`src/rtl/a_read_issuer.sv`:
```
// A-operand read issuer: pops byte addresses from the address FIFO, issues one bus-word read
// per address, and forwards in-order responses into the A data FIFO under a free-slot credit.
module a_read_issuer #(
    parameter int unsigned ADDR_WIDTH      = 16,
    parameter int unsigned DATA_WIDTH      = 256,
    parameter int unsigned MAX_OUTSTANDING = 4,
    parameter int unsigned FREE_WIDTH      = 4
) (
    input  logic                  clk,
    input  logic                  reset_n,
    input  logic                  start_i,
    input  logic [15:0]           total_reads,
    input  logic [ADDR_WIDTH-1:0] addr_fifo_addr,
    input  logic                  addr_fifo_empty,
    output logic                  addr_fifo_pop,
    output logic                  mem_req_valid,
    output logic [ADDR_WIDTH-1:0] mem_req_addr,
    input  logic                  mem_req_ready,
    input  logic                  mem_rsp_valid,
    input  logic [DATA_WIDTH-1:0] mem_rsp_data,
    output logic                  data_fifo_push,
    output logic [DATA_WIDTH-1:0] data_fifo_wdata,
    input  logic [FREE_WIDTH-1:0] data_fifo_free,
    output logic                  busy_o,
    output logic                  done_o,
    output logic                  rsp_err_o
);

    localparam int unsigned CreditWidth = FREE_WIDTH + 1;

    typedef enum logic [1:0] {StIdle, StRun, StDrain, StFinish} state_e;

    state_e                  state_q, state_d;
    logic [15:0]             total_q, total_d;
    logic [15:0]             issued_q, issued_d;
    logic [15:0]             outst_q, outst_d;
    logic                    req_valid_q, req_valid_d;
    logic [ADDR_WIDTH-1:0]   req_addr_q, req_addr_d;
    logic                    push_q, push_d;
    logic [DATA_WIDTH-1:0]   wdata_q, wdata_d;
    logic                    busy_q, busy_d;
    logic                    done_q, done_d;
    logic                    err_q, err_d;

    logic                    reg_free;
    logic                    pop;
    logic                    rsp_ok;
    logic                    rsp_stray;
    logic [CreditWidth-1:0]  credit_used;

    assign reg_free    = !req_valid_q || mem_req_ready;
    // push_q still occupies a slot that data_fifo_free does not yet show.
    assign credit_used = CreditWidth'(outst_q) + CreditWidth'(push_q);

    assign pop = (state_q == StRun) && reg_free && !addr_fifo_empty &&
                 (issued_q < total_q) && (outst_q < 16'(MAX_OUTSTANDING)) &&
                 (credit_used < {1'b0, data_fifo_free});

    assign rsp_ok    = mem_rsp_valid && (outst_q != 16'd0);
    assign rsp_stray = mem_rsp_valid && (outst_q == 16'd0);

    always_comb begin
        state_d     = state_q;
        total_d     = total_q;
        issued_d    = issued_q + 16'(pop);
        outst_d     = outst_q + 16'(pop) - 16'(rsp_ok);
        req_valid_d = req_valid_q;
        req_addr_d  = req_addr_q;
        push_d      = rsp_ok;
        wdata_d     = wdata_q;
        busy_d      = busy_q;
        done_d      = 1'b0;
        err_d       = err_q | rsp_stray;

        if (rsp_ok) begin
            wdata_d = mem_rsp_data;
        end

        if (pop) begin
            req_valid_d = 1'b1;
            req_addr_d  = addr_fifo_addr;
        end else if (req_valid_q && mem_req_ready) begin
            req_valid_d = 1'b0;
        end

        unique case (state_q)
            StIdle: begin
                if (start_i) begin
                    total_d  = total_reads;
                    issued_d = 16'd0;
                    outst_d  = 16'd0;
                    err_d    = rsp_stray;
                    busy_d   = 1'b1;
                    state_d  = (total_reads == 16'd0) ? StFinish : StRun;
                end
            end
            StRun: begin
                if ((issued_q == total_q) && reg_free) begin
                    state_d = StDrain;
                end
            end
            StDrain: begin
                if ((outst_q == 16'd0) && !push_q) begin
                    state_d = StFinish;
                end
            end
            StFinish: begin
                done_d  = 1'b1;
                busy_d  = 1'b0;
                state_d = StIdle;
            end
            default: state_d = StIdle;
        endcase
    end

    always_ff @(posedge clk or negedge reset_n) begin
        if (!reset_n) begin
            state_q     <= StIdle;
            total_q     <= '0;
            issued_q    <= '0;
            outst_q     <= '0;
            req_valid_q <= 1'b0;
            req_addr_q  <= '0;
            push_q      <= 1'b0;
            wdata_q     <= '0;
            busy_q      <= 1'b0;
            done_q      <= 1'b0;
            err_q       <= 1'b0;
        end else begin
            state_q     <= state_d;
            total_q     <= total_d;
            issued_q    <= issued_d;
            outst_q     <= outst_d;
            req_valid_q <= req_valid_d;
            req_addr_q  <= req_addr_d;
            push_q      <= push_d;
            wdata_q     <= wdata_d;
            busy_q      <= busy_d;
            done_q      <= done_d;
            err_q       <= err_d;
        end
    end

    assign addr_fifo_pop   = pop;
    assign mem_req_valid   = req_valid_q;
    assign mem_req_addr    = req_addr_q;
    assign data_fifo_push  = push_q;
    assign data_fifo_wdata = wdata_q;
    assign busy_o          = busy_q;
    assign done_o          = done_q;
    assign rsp_err_o       = err_q;

endmodule
```
`config.mk`:
```
export PLATFORM = sky130hd
export DESIGN_NAME = a_read_issuer
export DESIGN_NICKNAME = d
export VERILOG_FILES = /design/src/rtl/a_read_issuer.sv
export SDC_FILE = /design/constraint.sdc
export NUM_CORES = 1
export LEC_CHECK = 0
export ABC_AREA = 1
export CELL_PAD_IN_SITES_DETAIL_PLACEMENT = 0
export CELL_PAD_IN_SITES_GLOBAL_PLACEMENT = 1
export CORE_MARGIN = 10
export CORE_UTILIZATION = 34
export CTS_BUF_LIST = sky130_fd_sc_hd__clkbuf_4 sky130_fd_sc_hd__clkbuf_8 sky130_fd_sc_hd__clkbuf_16
export DETAILED_ROUTE_END_ITERATION = 6
export GPL_TIMING_DRIVEN = 0
export PLACE_DENSITY = 0.94
export SYNTH_ARGS = -nofsm -noshare
export SYNTH_HDL_FRONTEND = slang
export SYNTH_SLANG_ARGS = --single-unit
```
`constraint.sdc`:
```
create_clock -name clk -period 5.4 [get_ports clk]
set_input_delay 1.08 -clock clk [delete_from_list [all_inputs] [get_ports clk]]
set_output_delay 1.08 -clock clk [all_outputs]
set_load 0.1 [all_outputs]
```
# Yosys cells after proc, flatten, opt, wreduce, memory -nomap -nowiden
# Cells that the tools add are included.
# word_totals
ff_bits,327
inputBits,298
wordCells,65
# op_classes
n_addsub,4
n_lt_le_gt_ge,3
n_eq_ne,7
mux,16
n_bitwise,1
n_reduce_logical,23
# ops
op,n
$mux 16,4
$add 16x1->16,2
$logic_not 16->1,2
$eq 16x16->1,1
$lt 16x16->1,1
$lt 16x3->1 const B,1
$reduce_bool 16->1,1
$sub 16x1->16,1
$logic_and 1x1->1,10
$mux 2,4
$pmux 2 s4,1
$mux 1,6
$add 5x1->5,1
$lt 5x4->1,1
$eq 2x2->1 const B,2
$ne 2x2->1 const B,2
$reduce_and 2->1,2
$reduce_bool 2->1,2
$logic_not 1->1,3
$reduce_and 3->1,1
$eq 2x1->1 const B,1
$logic_not 2->1,1
$ne 2x1->1 const B,1
$pmux 1 s2,1
other kinds (2),2

# Longest topological paths before layout
# logic_depth
word_depth,11
depth_mapped,23
mapped_depth_nobuf,22

# Least setup slack after synthesis
# OpenSTA, ideal clock, no wires.
# synth_timing
path_type,register to register
from,"register push_q, in the netlist data_fifo_push"
to,register issued_q[12]
arrival_time_ps,4251
required_ps,5277
slack_ps,1026
path_stages_with_launch,21
n_path_buf,1
path_cell_list,dfrtp_1 -> ha_1 -> ha_1 -> ha_1 -> nand2_1 -> nand2_1 -> nand2_1 -> nand2_1 -> nand2_1 -> nand4_4 -> buf_6 -> inv_1 -> ha_1 -> ha_1 -> nand2_1 -> nor2_1 -> inv_1 -> nor2_1 -> nand3_1 -> o31ai_1 -> nor2_1
# synth_between
elab_chain_len,6
# synth_lines
element,line_no,source
"start, declared",39,"logic push_q, push_d;"
"start signal, assigned",136,push_q <= push_d;
$add 5x1->5 *,53,assign credit_used = CreditWidth'(outst_q) + CreditWidth'(push_q);
$lt 5x4->1 *,57,"(credit_used < {1'b0, data_fifo_free});"
$logic_and 1x1->1 *,56,(issued_q < total_q) && (outst_q < 16'(MAX_OUTSTANDING)) &&
net addr_fifo_pop,15,"output logic addr_fifo_pop,"
$add 16x1->16 *,65,issued_d = issued_q + 16'(pop);
$mux 16,88,if (start_i) begin
$mux 16 *,86,unique case (state_q)
net issued_d[12],35,"logic [15:0] issued_q, issued_d;"
"end signal, assigned",132,issued_q <= issued_d;
"end, declared",35,
# Mark *: on every way through the listed nets, which the timed path passes. The rest lies on a longest branch.
# A chain may end at the register's enable or synchronous reset.

# Worst setup path after layout
# layout_timing
from,input data_fifo_free[1]
to,output addr_fifo_pop
# layout_between
elab_chain_len,2
# layout_lines
element,line_no,source
"start, declared",23,"input logic [FREE_WIDTH-1:0] data_fifo_free,"
$lt 5x4->1,57,
$logic_and 1x1->1,56,
"end, declared",15,
# No other way between the ends.

==> results.toml <==
[sta]
finalCritPeriodShare = 0.9095
tightest_slew_ns = 1.206
finalSetupViolations = 0
clock_skew_ns = 0.01476
hold_viol = 0
fmax_mhz = 203.6
hold_slack_ns = 0.4733
grt_setup_unrepaired = "false"
drv_slew = 0
min_period_ns = 4.911
relSlewSlack = 0.1938
setup_slack_ns = 0.4889

[run_status]
outcome = "complete, no violations"

[cts]
post-cts-setup-buffer-count = 0
cts_max_path_buffers = 3
clock-sinks = 327
root_buffer = "clkbuf_16"
path_clk_slew_ns = 0.05
tritoncts.num_buffers = 39
holdBufCountCts = 0
cts_tree = "yes"
h-tree-depth = 2
clk_latency_ns = 0.55

[die]
io_pins = 576
die_x_um = 226.3
start_util = 0.3441
num_rows = 75
core_area_um2 = 42040
die_area_um2 = 51200
die_y_um = 226.3

[pwr]
vdd_drop_max_v = 0.0003139
p_leak_nw = 11.17
p_sw_mw = 4.501
seqPwrFrac = 0.304
p_clk_frac = 0.256
combPwrFrac = 0.440
power.internal_mw = 5.561
p_sw_frac = 0.4473
p_per_area_nw_per_um2 = 452.0

[global_routing]
use_met1 = 0.2407
use_met2 = 0.3633
antenna_found_initial = 11
track_usage = 0.2164
grt_max_degree = 91
grt_pass1_wl_um = 83720
grt_pass1_vias = 13540
overflow = 0
gr-usage-met3 = 0.08152
grt_busiest_layer = "met2"

[cells_and_area]
nFillCells = 3823
nNetsFinal = 2668
final_cells = 2887
area_delta_synth_final_pct = 53.88
drive_gt1_frac = 0.06667

[critical_path]
slowest_delay_ns = 0.80
path_delay_family = "buffers and inverters"
worst_setup_path_start_kind = "input port"
worstPathMaxFanout = 10
crit_top_cell = "nand2_1"
cp_data_arrival_time_ns = 3.83
path_depth = 12
critPathKind = "input port to output port"
path_cells = "clkdlybuf4s50_1, inv_1, ha_1, nand2_1, nand2_1, nand2_1, nand2_1, nand2_1, nand4_4, buf_6, inv_1, dlymetal6s2s_1"
required_ns = 4.32
cp_slowest_cell = "dlymetal6s2s_1"
reg2reg_depth = 19
path_buf_inv = 5
crit_path_end_kind = "output port"

[routing]
viasPerCell = 4.613
antenna_left = 0
drc = 0
wl_per_cell_um = 19.91
vias = 13320
wirelength_um = 57490
initialDrtViolationCount = 854
first_pass_iters = 7

[placement]
dp_slack_ns = 0.08139
dp_hpwl_um = 45790
port_buffers = 575
dp_cells = 2811
gp_congestion = 0.8753

[synth]
yosysSeqAreaShare = 0.5656
synthCells = 1694
synth_cell_type_count = 35
avgSynthCellArea_um2 = 8.541
synth_seq_cells = 327
syn_area_um2 = 14470
yosys_warnings = 0
synth_top_area_share = 0.5656
synth_top_cell_by_area = "dfrtp_1"
netlist_top_cells_area = "dfrtp_1 57%, nand2_1 24%, ha_1 4.8%, inv_1 2.9%, buf_6 2.0%"
synth_fp_nets = 2049

[min_path]
hold_depth = 2
hp-class = "flop to flop"

[job]
cap_viol_max_count = 0
==> cell usage after synthesis (all sizes together) <==
| cell | number |
|---|---|
| nand2 | 924 |
| dfrtp | 327 |
| inv | 113 |
| buf | 58 |
| ha | 56 |
| nor2 | 53 |
| a21oi | 39 |
| o21ai | 35 |
| nand3 | 31 |
| nand4 | 25 |
| nor3 | 10 |
| clkbuf | 8 |
| xor2 | 3 |
| a21o | 2 |
| or2 | 2 |
| a31oi | 1 |
| clkinv | 1 |
| fa | 1 |
| nor4 | 1 |
| o21a | 1 |
| o21bai | 1 |
| o31ai | 1 |
| xnor2 | 1 |
==> worst reg2reg max path, delay by kind of cell, from the launching register on <==
family	cells	cell delay [ns]
AND/OR/NAND/NOR	9	1.30
adder cells (fa/ha/maj)	5	1.10
buffers and inverters	3	0.49
flip-flops	1	0.40
AO/OA/AOI/OAI	1	0.26
XOR/XNOR	1	0.18
==> routing by layer <==
metal  vias to the layer above  share of wire
met5                         -        0.00083
met4                         8          0.036
met3                        89          0.097
met2                       487           0.49
met1                      6291           0.38
li1                       6442              -
==> layout make-up <==
type	instances	area, um^2	share of cell area
clock inverters	12	77.57	0.003485
diodes	8	20.02	0.0008992
multi-input cells	1187	5306	0.2384
inverters	114	427.9	0.01922
flip-flops and latches	327	8183	0.3676
clock buffers	56	1177	0.05289
repair buffers	578	5846	0.2626
well taps	539	674.4	0.03029
plain buffers	66	550.5	0.02473
==> power groups by stage <==
stage	registers (mW)	clock network, mW	logic (mW)
2_1_floorplan	4.78	0	1.43
3_3_place_gp	3.08	0	4.37
3_5_place_dp	3.09	0	4.44
4_1_cts	3.05	2.64	4.45
5_1_grt	3.10	2.74	4.78
6_report	3.06	2.58	4.43
==> metrics by stage <==
step	power, mW	TNS (ns)	cell area, um^2	util
final	10.06	0	22260	0.5296
after global routing	10.62	0	22260	0.5294
after CTS	10.15	0	22240	0.5290
after detailed placement	7.526	0	20990	0.4992
after global placement	7.457	-3712.61	20900	0.4971
after floorplan	6.215	0	14470	-
==> state kept, by name, summed over array words and instances, names as in the netlist <==
register,flops
mem_req_addr,16
rsp_err_o,1
state_q,2
issued_q,16
data_fifo_wdata,256
total_q,16
outst_q,16
done_o,1
data_fifo_push,1
busy_o,1
mem_req_valid,1
==> worst paths after layout <==
check,slack [ns],end,start
max in group asynchronous,3.68,data_fifo_wdata[116],reset_n
min in group asynchronous,0.51,data_fifo_wdata[184],reset_n
min reg2reg,0.47,data_fifo_wdata[80],data_fifo_wdata[80]
max,0.49,addr_fifo_pop,data_fifo_free[1]
max reg2reg,1.54,issued_q[12],data_fifo_push
min,0.47,data_fifo_wdata[80],data_fifo_wdata[80]
==> cell families after synthesis <==
| family | Yosys count | synth area share |
|---|---|---|
| adder cells (fa/ha/maj) | 57 | 0.04981 |
| XOR/XNOR | 4 | 0.002422 |
| flip-flops | 327 | 0.5656 |
| AO/OA/AOI/OAI | 80 | 0.02889 |
| buffers and inverters | 180 | 0.06763 |
| AND/OR/NAND/NOR | 1046 | 0.2857 |
==> layout by cell type (no fill, tap or decap), types with 2 or more instances in the layout <==
cell / instances
buf_2: 5
nand4_1: 23
nor2_1: 49
a21o_1: 2
nor3_2: 2
clkbuf_1: 8
ha_1: 56
buf_6: 26
clkbuf_8: 9
buf_4: 27
nor2_2: 4
xor2_1: 3
clkinv_2: 9
nand2_1: 913
buf_16: 3
nor3_1: 7
clkdlybuf4s50_1: 573
diode_2: 8
clkbuf_16: 40
inv_2: 3
a21oi_1: 38
clkbuf_4: 7
o21ai_0: 35
dfrtp_1: 327
nand2_2: 11
inv_1: 110
nand3_1: 30
==> repair_timing <==
action	4_1_cts	5_1_grt
endpoints found under the hold margin	0	0
endpoints found under the setup margin	0	1
resized for setup	0	1
Note: power is estimated with default switching activity, not from simulation.
